`src/rtl/dwt_pkg.sv`:
```
// rtl/dwt_pkg.sv - tile geometry, component encoding and fetch FSM states for dwt_tile_fetch
package dwt_pkg;

  localparam int WORDS_ROW  = 64;
  localparam int ROWS       = 64;
  localparam int COMP_WORDS = 4096;
  localparam int NCOMP      = 3;
  localparam int AW         = 14;
  localparam int WORD_W     = 17;
  localparam int SMP_ROW    = 2 * WORDS_ROW;
  localparam int COL_W      = $clog2(WORDS_ROW);
  localparam int ROW_W      = $clog2(ROWS);
  localparam int OCOL_W     = $clog2(SMP_ROW);

  typedef enum logic [1:0] {
    COMP_Y = 2'd0,
    COMP_U = 2'd1,
    COMP_V = 2'd2
  } comp_e;

  localparam logic [1:0] LAST_COMP = 2'(NCOMP - 1);

  typedef enum logic [1:0] {
    ST_IDLE  = 2'd0,
    ST_FETCH = 2'd1,
    ST_DRAIN = 2'd2
  } fetch_state_e;

  function automatic logic [AW-1:0] word_addr(input logic [1:0] comp,
                                               input logic [ROW_W-1:0] row,
                                               input logic [COL_W-1:0] col);
    return AW'(32'(comp) * COMP_WORDS + 32'(row) * WORDS_ROW + 32'(col));
  endfunction

endpackage

```
`src/rtl/dwt_fetch_skid.sv`:
```
// rtl/dwt_fetch_skid.sv - two-word skid FIFO that unpacks each word into even then odd sample
module dwt_fetch_skid
  import dwt_pkg::*;
(
  input  logic              clk_i,
  input  logic              rst_i,
  input  logic              push_i,
  input  logic [WORD_W-1:0] push_word_i,
  output logic [1:0]        occ_o,
  output logic [7:0]        smp_o,
  output logic              valid_o,
  input  logic              ready_i
);

  logic [WORD_W-1:0] mem_q [2];
  logic [1:0]        cnt_q;
  logic              rd_q, wr_q, sel_q;
  logic              fire, pop;
  logic              unused_b16;

  assign valid_o    = (cnt_q != 2'd0);
  assign fire       = valid_o & ready_i;
  // A word is retired only once its odd (second) sample has been taken.
  assign pop        = fire & sel_q;
  assign occ_o      = cnt_q;
  assign smp_o      = sel_q ? mem_q[rd_q][15:8] : mem_q[rd_q][7:0];
  assign unused_b16 = mem_q[0][16] ^ mem_q[1][16];

  always_ff @(posedge clk_i) begin
    if (rst_i) begin
      cnt_q <= 2'd0;
      rd_q  <= 1'b0;
      wr_q  <= 1'b0;
      sel_q <= 1'b0;
    end else begin
      if (push_i) wr_q  <= ~wr_q;
      if (fire)   sel_q <= ~sel_q;
      if (pop)    rd_q  <= ~rd_q;
      cnt_q <= cnt_q + {1'b0, push_i} - {1'b0, pop};
    end
  end

  always_ff @(posedge clk_i) begin
    if (push_i) mem_q[wr_q] <= push_word_i;
  end

endmodule

```
`src/rtl/dwt_tile_fetch.sv`:
```
// rtl/dwt_tile_fetch.sv - drains ping-pong tile banks into a Y/U/V sample stream for the DWT
// Optional DC level shift on smp_data when DWT_FETCH_DCSHIFT_EN is defined.
module dwt_tile_fetch
  import dwt_pkg::*;
(
  input  logic              clk_dwt,
  input  logic              rst_syn,
  input  logic              start,
  output logic [AW-1:0]     addrb_o1,
  output logic              enb_o1,
  input  logic [WORD_W-1:0] doutb_o1,
  output logic [AW-1:0]     addrb_o2,
  output logic              enb_o2,
  input  logic [WORD_W-1:0] doutb_o2,
  output logic [8:0]        smp_data,
  output logic              smp_valid,
  input  logic              smp_ready,
  output logic [1:0]        smp_comp,
  output logic              smp_eol,
  output logic              smp_eot,
  output logic              busy,
  output logic              done,
  output logic              overrun
);

  fetch_state_e      state_q, state_d;
  logic              bank_q, start_q, pending_q, pending_d, overrun_q, done_q, inflight_q;
  logic [COL_W-1:0]  col_q;
  logic [ROW_W-1:0]  row_q, orow_q;
  logic [1:0]        comp_q, ocomp_q;
  logic [OCOL_W-1:0] ocol_q;
  logic [1:0]        occ;
  logic [7:0]        smp_byte;
  logic [AW-1:0]     rd_addr;
  logic [WORD_W-1:0] rd_word;
  logic              start_edge, issue, last_word, fire, eol_c, eot_c, tile_end;

  assign start_edge = start & ~start_q;
  // Skid slots plus outstanding reads never exceed the two-word FIFO depth.
  assign issue      = (state_q == ST_FETCH) && (({1'b0, occ} + {2'b00, inflight_q}) < 3'd2);
  assign last_word  = (col_q == COL_W'(WORDS_ROW - 1)) && (row_q == ROW_W'(ROWS - 1)) &&
                      (comp_q == LAST_COMP);
  assign fire       = smp_valid & smp_ready;
  assign eol_c      = (ocol_q == OCOL_W'(SMP_ROW - 1));
  assign eot_c      = eol_c && (orow_q == ROW_W'(ROWS - 1)) && (ocomp_q == LAST_COMP);
  assign tile_end   = (state_q == ST_DRAIN) && fire && eot_c;

  always_comb begin
    state_d   = state_q;
    pending_d = pending_q;
    case (state_q)
      ST_IDLE: begin
        if (start_edge || pending_q) begin
          state_d   = ST_FETCH;
          pending_d = 1'b0;
        end
      end
      ST_FETCH: begin
        if (issue && last_word) state_d = ST_DRAIN;
      end
      ST_DRAIN: begin
        if (tile_end) begin
          if (start_edge || pending_q) begin
            state_d   = ST_FETCH;
            pending_d = 1'b0;
          end else begin
            state_d = ST_IDLE;
          end
        end
      end
      default: state_d = ST_IDLE;
    endcase
    if (start_edge && (state_q != ST_IDLE) && !tile_end) pending_d = 1'b1;
  end

  always_ff @(posedge clk_dwt) begin
    if (rst_syn) begin
      state_q    <= ST_IDLE;
      bank_q     <= 1'b0;
      start_q    <= 1'b0;
      pending_q  <= 1'b0;
      overrun_q  <= 1'b0;
      done_q     <= 1'b0;
      inflight_q <= 1'b0;
      col_q      <= '0;
      row_q      <= '0;
      comp_q     <= '0;
      ocol_q     <= '0;
      orow_q     <= '0;
      ocomp_q    <= '0;
    end else begin
      state_q    <= state_d;
      pending_q  <= pending_d;
      start_q    <= start;
      done_q     <= tile_end;
      inflight_q <= issue;
      if (start_edge && pending_q) overrun_q <= 1'b1;
      if (tile_end) bank_q <= ~bank_q;
      if (issue) begin
        col_q <= col_q + 1'b1;
        if (col_q == COL_W'(WORDS_ROW - 1)) begin
          row_q <= row_q + 1'b1;
          if (row_q == ROW_W'(ROWS - 1))
            comp_q <= (comp_q == LAST_COMP) ? 2'd0 : comp_q + 2'd1;
        end
      end
      if (fire) begin
        ocol_q <= ocol_q + 1'b1;
        if (eol_c) begin
          orow_q <= orow_q + 1'b1;
          if (orow_q == ROW_W'(ROWS - 1))
            ocomp_q <= (ocomp_q == LAST_COMP) ? 2'd0 : ocomp_q + 2'd1;
        end
      end
    end
  end

  assign rd_addr  = word_addr(comp_q, row_q, col_q);
  assign addrb_o1 = bank_q ? '0 : rd_addr;
  assign addrb_o2 = bank_q ? rd_addr : '0;
  assign enb_o1   = issue & ~bank_q;
  assign enb_o2   = issue & bank_q;
  assign rd_word  = bank_q ? doutb_o2 : doutb_o1;

  dwt_fetch_skid u_skid (
    .clk_i       (clk_dwt),
    .rst_i       (rst_syn),
    .push_i      (inflight_q),
    .push_word_i (rd_word),
    .occ_o       (occ),
    .smp_o       (smp_byte),
    .valid_o     (smp_valid),
    .ready_i     (smp_ready)
  );

`ifdef DWT_FETCH_DCSHIFT_EN
  assign smp_data = {1'b0, smp_byte} - 9'd128;
`else
  assign smp_data = {1'b0, smp_byte};
`endif

  assign smp_comp = ocomp_q;
  assign smp_eol  = eol_c;
  assign smp_eot  = eot_c;
  assign busy     = (state_q != ST_IDLE);
  assign done     = done_q;
  assign overrun  = overrun_q;

endmodule

```
`config.mk`:
```
export PLATFORM = sky130hd
export DESIGN_NAME = dwt_tile_fetch
export DESIGN_NICKNAME = d
export VERILOG_FILES = /design/src/rtl/dwt_pkg.sv /design/src/rtl/dwt_fetch_skid.sv /design/src/rtl/dwt_tile_fetch.sv
export SDC_FILE = /design/constraint.sdc
export NUM_CORES = 1
export LEC_CHECK = 0
export ABC_CLOCK_PERIOD_IN_PS = 2000
export CAP_MARGIN = 20
export CORE_MARGIN = 2
export CORE_UTILIZATION = 44
export DETAILED_ROUTE_END_ITERATION = 8
export PLACE_DENSITY = 0.8
export SLEW_MARGIN = 20
export SYNTH_ARGS = -nofsm -noshare
export SYNTH_HDL_FRONTEND = slang
export SYNTH_SLANG_ARGS = --single-unit
```
`constraint.sdc`:
```
create_clock -name clk_dwt -period 2 [get_ports clk_dwt]
set_clock_uncertainty 0.2 [all_clocks]
set_input_delay 0.4 -clock clk_dwt [delete_from_list [all_inputs] [get_ports clk_dwt]]
set_output_delay 0.4 -clock clk_dwt [all_outputs]
set_load 0.01 [all_outputs]
```
==> run summary <==
Status: finished with violations
Violated checks: negative setup slack
Clk_lat worst skew: 340 ps
Commonest non-fill, non-tap cell in the layout: buf_4
Avg Cell Area, Syn: 11.1 um^2
GRT overflow: 0
Period utilization: 115%
DR vias: 2813
Warnings from Yosys: 0
CTS tree: done
CP Class: reg -> out
Gpl congestion: 0.814
Initial DRC count: 167
Metal1 wirelength: 3600 um
Syn nets: 355
Area of the multi-input gates: 1670 um^2
Place WS: -394 ps
PortBufs: 81
Worst setup margin: -304 ps
Vias per cell: 5.09
Root buf cell: clkbuf_8
RSZ-0062 raised after global routing: true
Vias in the first global route: 2777
#FFs+latches synth: 75
Final hold vios: 0
Critical Path Sink Type: output port
CP Max Fanout: 2
Clock-pin slew on the worst setup and hold paths: 80 ps
Initial Util: 45.1%
Largest net degree at the start of global routing: 33
Die Ht: 92.5 um
Drt pass-1 iters: 5
Clock period minus worst slack: 2300 ps
Setup crit start kind: flip-flop
Peak VDD IR: 0.588 mV
Library cells used by synthesis: 40
Most frequent cells in the layout: 46 x buf_4, 38 x clkdlybuf4s50_1, 32 x edfxtp_1, 30 x dfxtp_1, 29 x dlygate4sd2_1
Leak pwr: 2.07 nW
Main synth FF type: dfxtp_1
Min Hold Slack: 286 ps
Final setup violating endpoints: 15
Hold_buf cts: 0
Cell Rows: 32
WL met3: 455 um
Routed Antenna Nets: 0
Mapped Cells: 311
Share of synthesized flip-flops with an asynchronous set or reset: 0%
Sequential fraction of the synthesis area: 52.8%
Total Nets Final: 490
Peak Freq: 434 MHz
P&R area growth vs syn: 50.9%
Residual DRC count: 0
Routed length on met2: 3970 um
Num CTS Buffers: 9
Slew Limit Fails: 0
Core box area: 7650 um^2
GRT Total Usage: 18.5%
# diodes: 0
WL final: 8150 um
Number of fill cells: 565
EDFF count, synth: 32
Layout cells sized above 1: 34.1%
Highest metal used: met4
Detailed Place HPWL: 5330 um
Die Footprint: 8560 um^2
Power Density: 605 nW/um^2
Rel. slew slack: 63.2%
DR WL/cell: 14.7 um
Die W: 92.5 um
Post-Syn Area: 3450 um^2
Flip-flop and latch area: 1840 um^2
H-tree depth: 3
First-pass GRT wire length: 12700 um
Slew @ Worst Pin: 545 ps
CTS max path bufs: 2
Ports: 85
Hold Path Class: reg -> reg
Max-cap violations: 0
WP data required: 1400 ps
Critical Path AT: 1700 ps
Initial antenna violation count: 0
TritonCTS Sinks: 75
[what timing repair did]
| item | CTS | global route |
|---|---|---|
| buffers inserted | 6 | 11 |
| setup endpoints to repair | 50 | 24 |
| gates resized for setup | 102 | 31 |
| gates cloned | 1 | 0 |
| pin swaps | 5 | 12 |
[report_power, final]
part           internal, mW  switching, mW  total, mW
combinational         0.187          0.134      0.320
sequential             1.63         0.0206       1.65
clock                 0.582          0.590       1.17
total                  2.40          0.744       3.14
[per-stage QoR]
step / util (%) / instances / instance area (um^2) / setup TNS [ps] / power [mW]
after global placement: 61.6 / 520 / 4710 / -3180 / 1.99
final: 68.0 / 553 / 5200 / -1980 / 3.14
after detailed placement: 61.6 / 520 / 4710 / -3670 / 2.00
after floorplan: - / 311 / 3480 / -154 / 1.82
after global routing: 68.0 / 553 / 5200 / -2850 / 3.26
after CTS: 65.0 / 543 / 4970 / -1610 / 3.15
[metal layers]
metal,GRT usage (%),up-vias
met1,22.6,1346
li1,-,1377
met4,5.47,0
met2,31.6,79
met3,5.37,11
met5,0,-
[kinds of logic after synthesis]
group | count (synthesis) | share of synthesized area (%)
simple gates | 123 | 19.4
flops | 75 | 52.8
compound gates | 34 | 6.21
buf+inv | 26 | 3.19
mux | 25 | 10.7
xor+xnor | 21 | 5.34
fa+ha+maj | 6 | 2.18
other cells | 1 | 0.109
[Yosys cell counts (all sizes together), types with 2 or more instances]
cell	instances	area [um^2]
nor2b	17	106
o31ai	5	37.5
inv	9	33.8
mux4	8	180
nor3	3	15.0
and2	18	113
nand4	7	43.8
and3	4	25.0
or2	2	12.5
edfxtp	32	961
mux2	16	180
or3	6	38.8
xnor2	11	96.3
a21oi	16	80.1
nand2	15	58.8
xor2	10	87.6
or4	6	45.0
clkbuf	14	52.6
buf	3	23.8
nor4	5	31.3
ha	6	75.1
o21ai	8	43.8
nor2	28	105
dfxtp	43	861
nand3	10	55.1
[final timing paths]
path                          end                   start  slack (ps)  depth (start not counted)
max reg2reg   bank_q$_SDFFE_PP0P_  orow_q[1]$_SDFFE_PP0P_        -270                          7
min          overrun$_SDFFE_PP0P_    overrun$_SDFFE_PP0P_         290                          2
max                       smp_eot  orow_q[1]$_SDFFE_PP0P_        -300                          5
min reg2reg  overrun$_SDFFE_PP0P_    overrun$_SDFFE_PP0P_         290                          2
[critical path: stages, from the launching register on]
cell	delay [ps]
dfxtp_2	360
ha_4	140
nand3_2	60
or4b_4	530
nor3_2	120
buf_2	150
[area by class of cell]
class,instances,area share (%)
sequential,75,35.4
multi-input combinational,210,32.0
timing repair buffer,141,25.5
tap,102,2.45
clock buffer,9,2.38
clock inverter,7,1.52
inverter,9,0.650
[state kept, by name (all words and copies together), names as in the netlist, 2 cells and up, named ones only]
signal / flops
col_q: 6
comp_q: 2
ocol_q: 7
orow_q: 6
row_q: 6
smp_comp: 2
state_q: 2
u_skid.mem_q: 32
u_skid.occ_o: 2
Note: power is estimated with default switching activity, not from simulation.
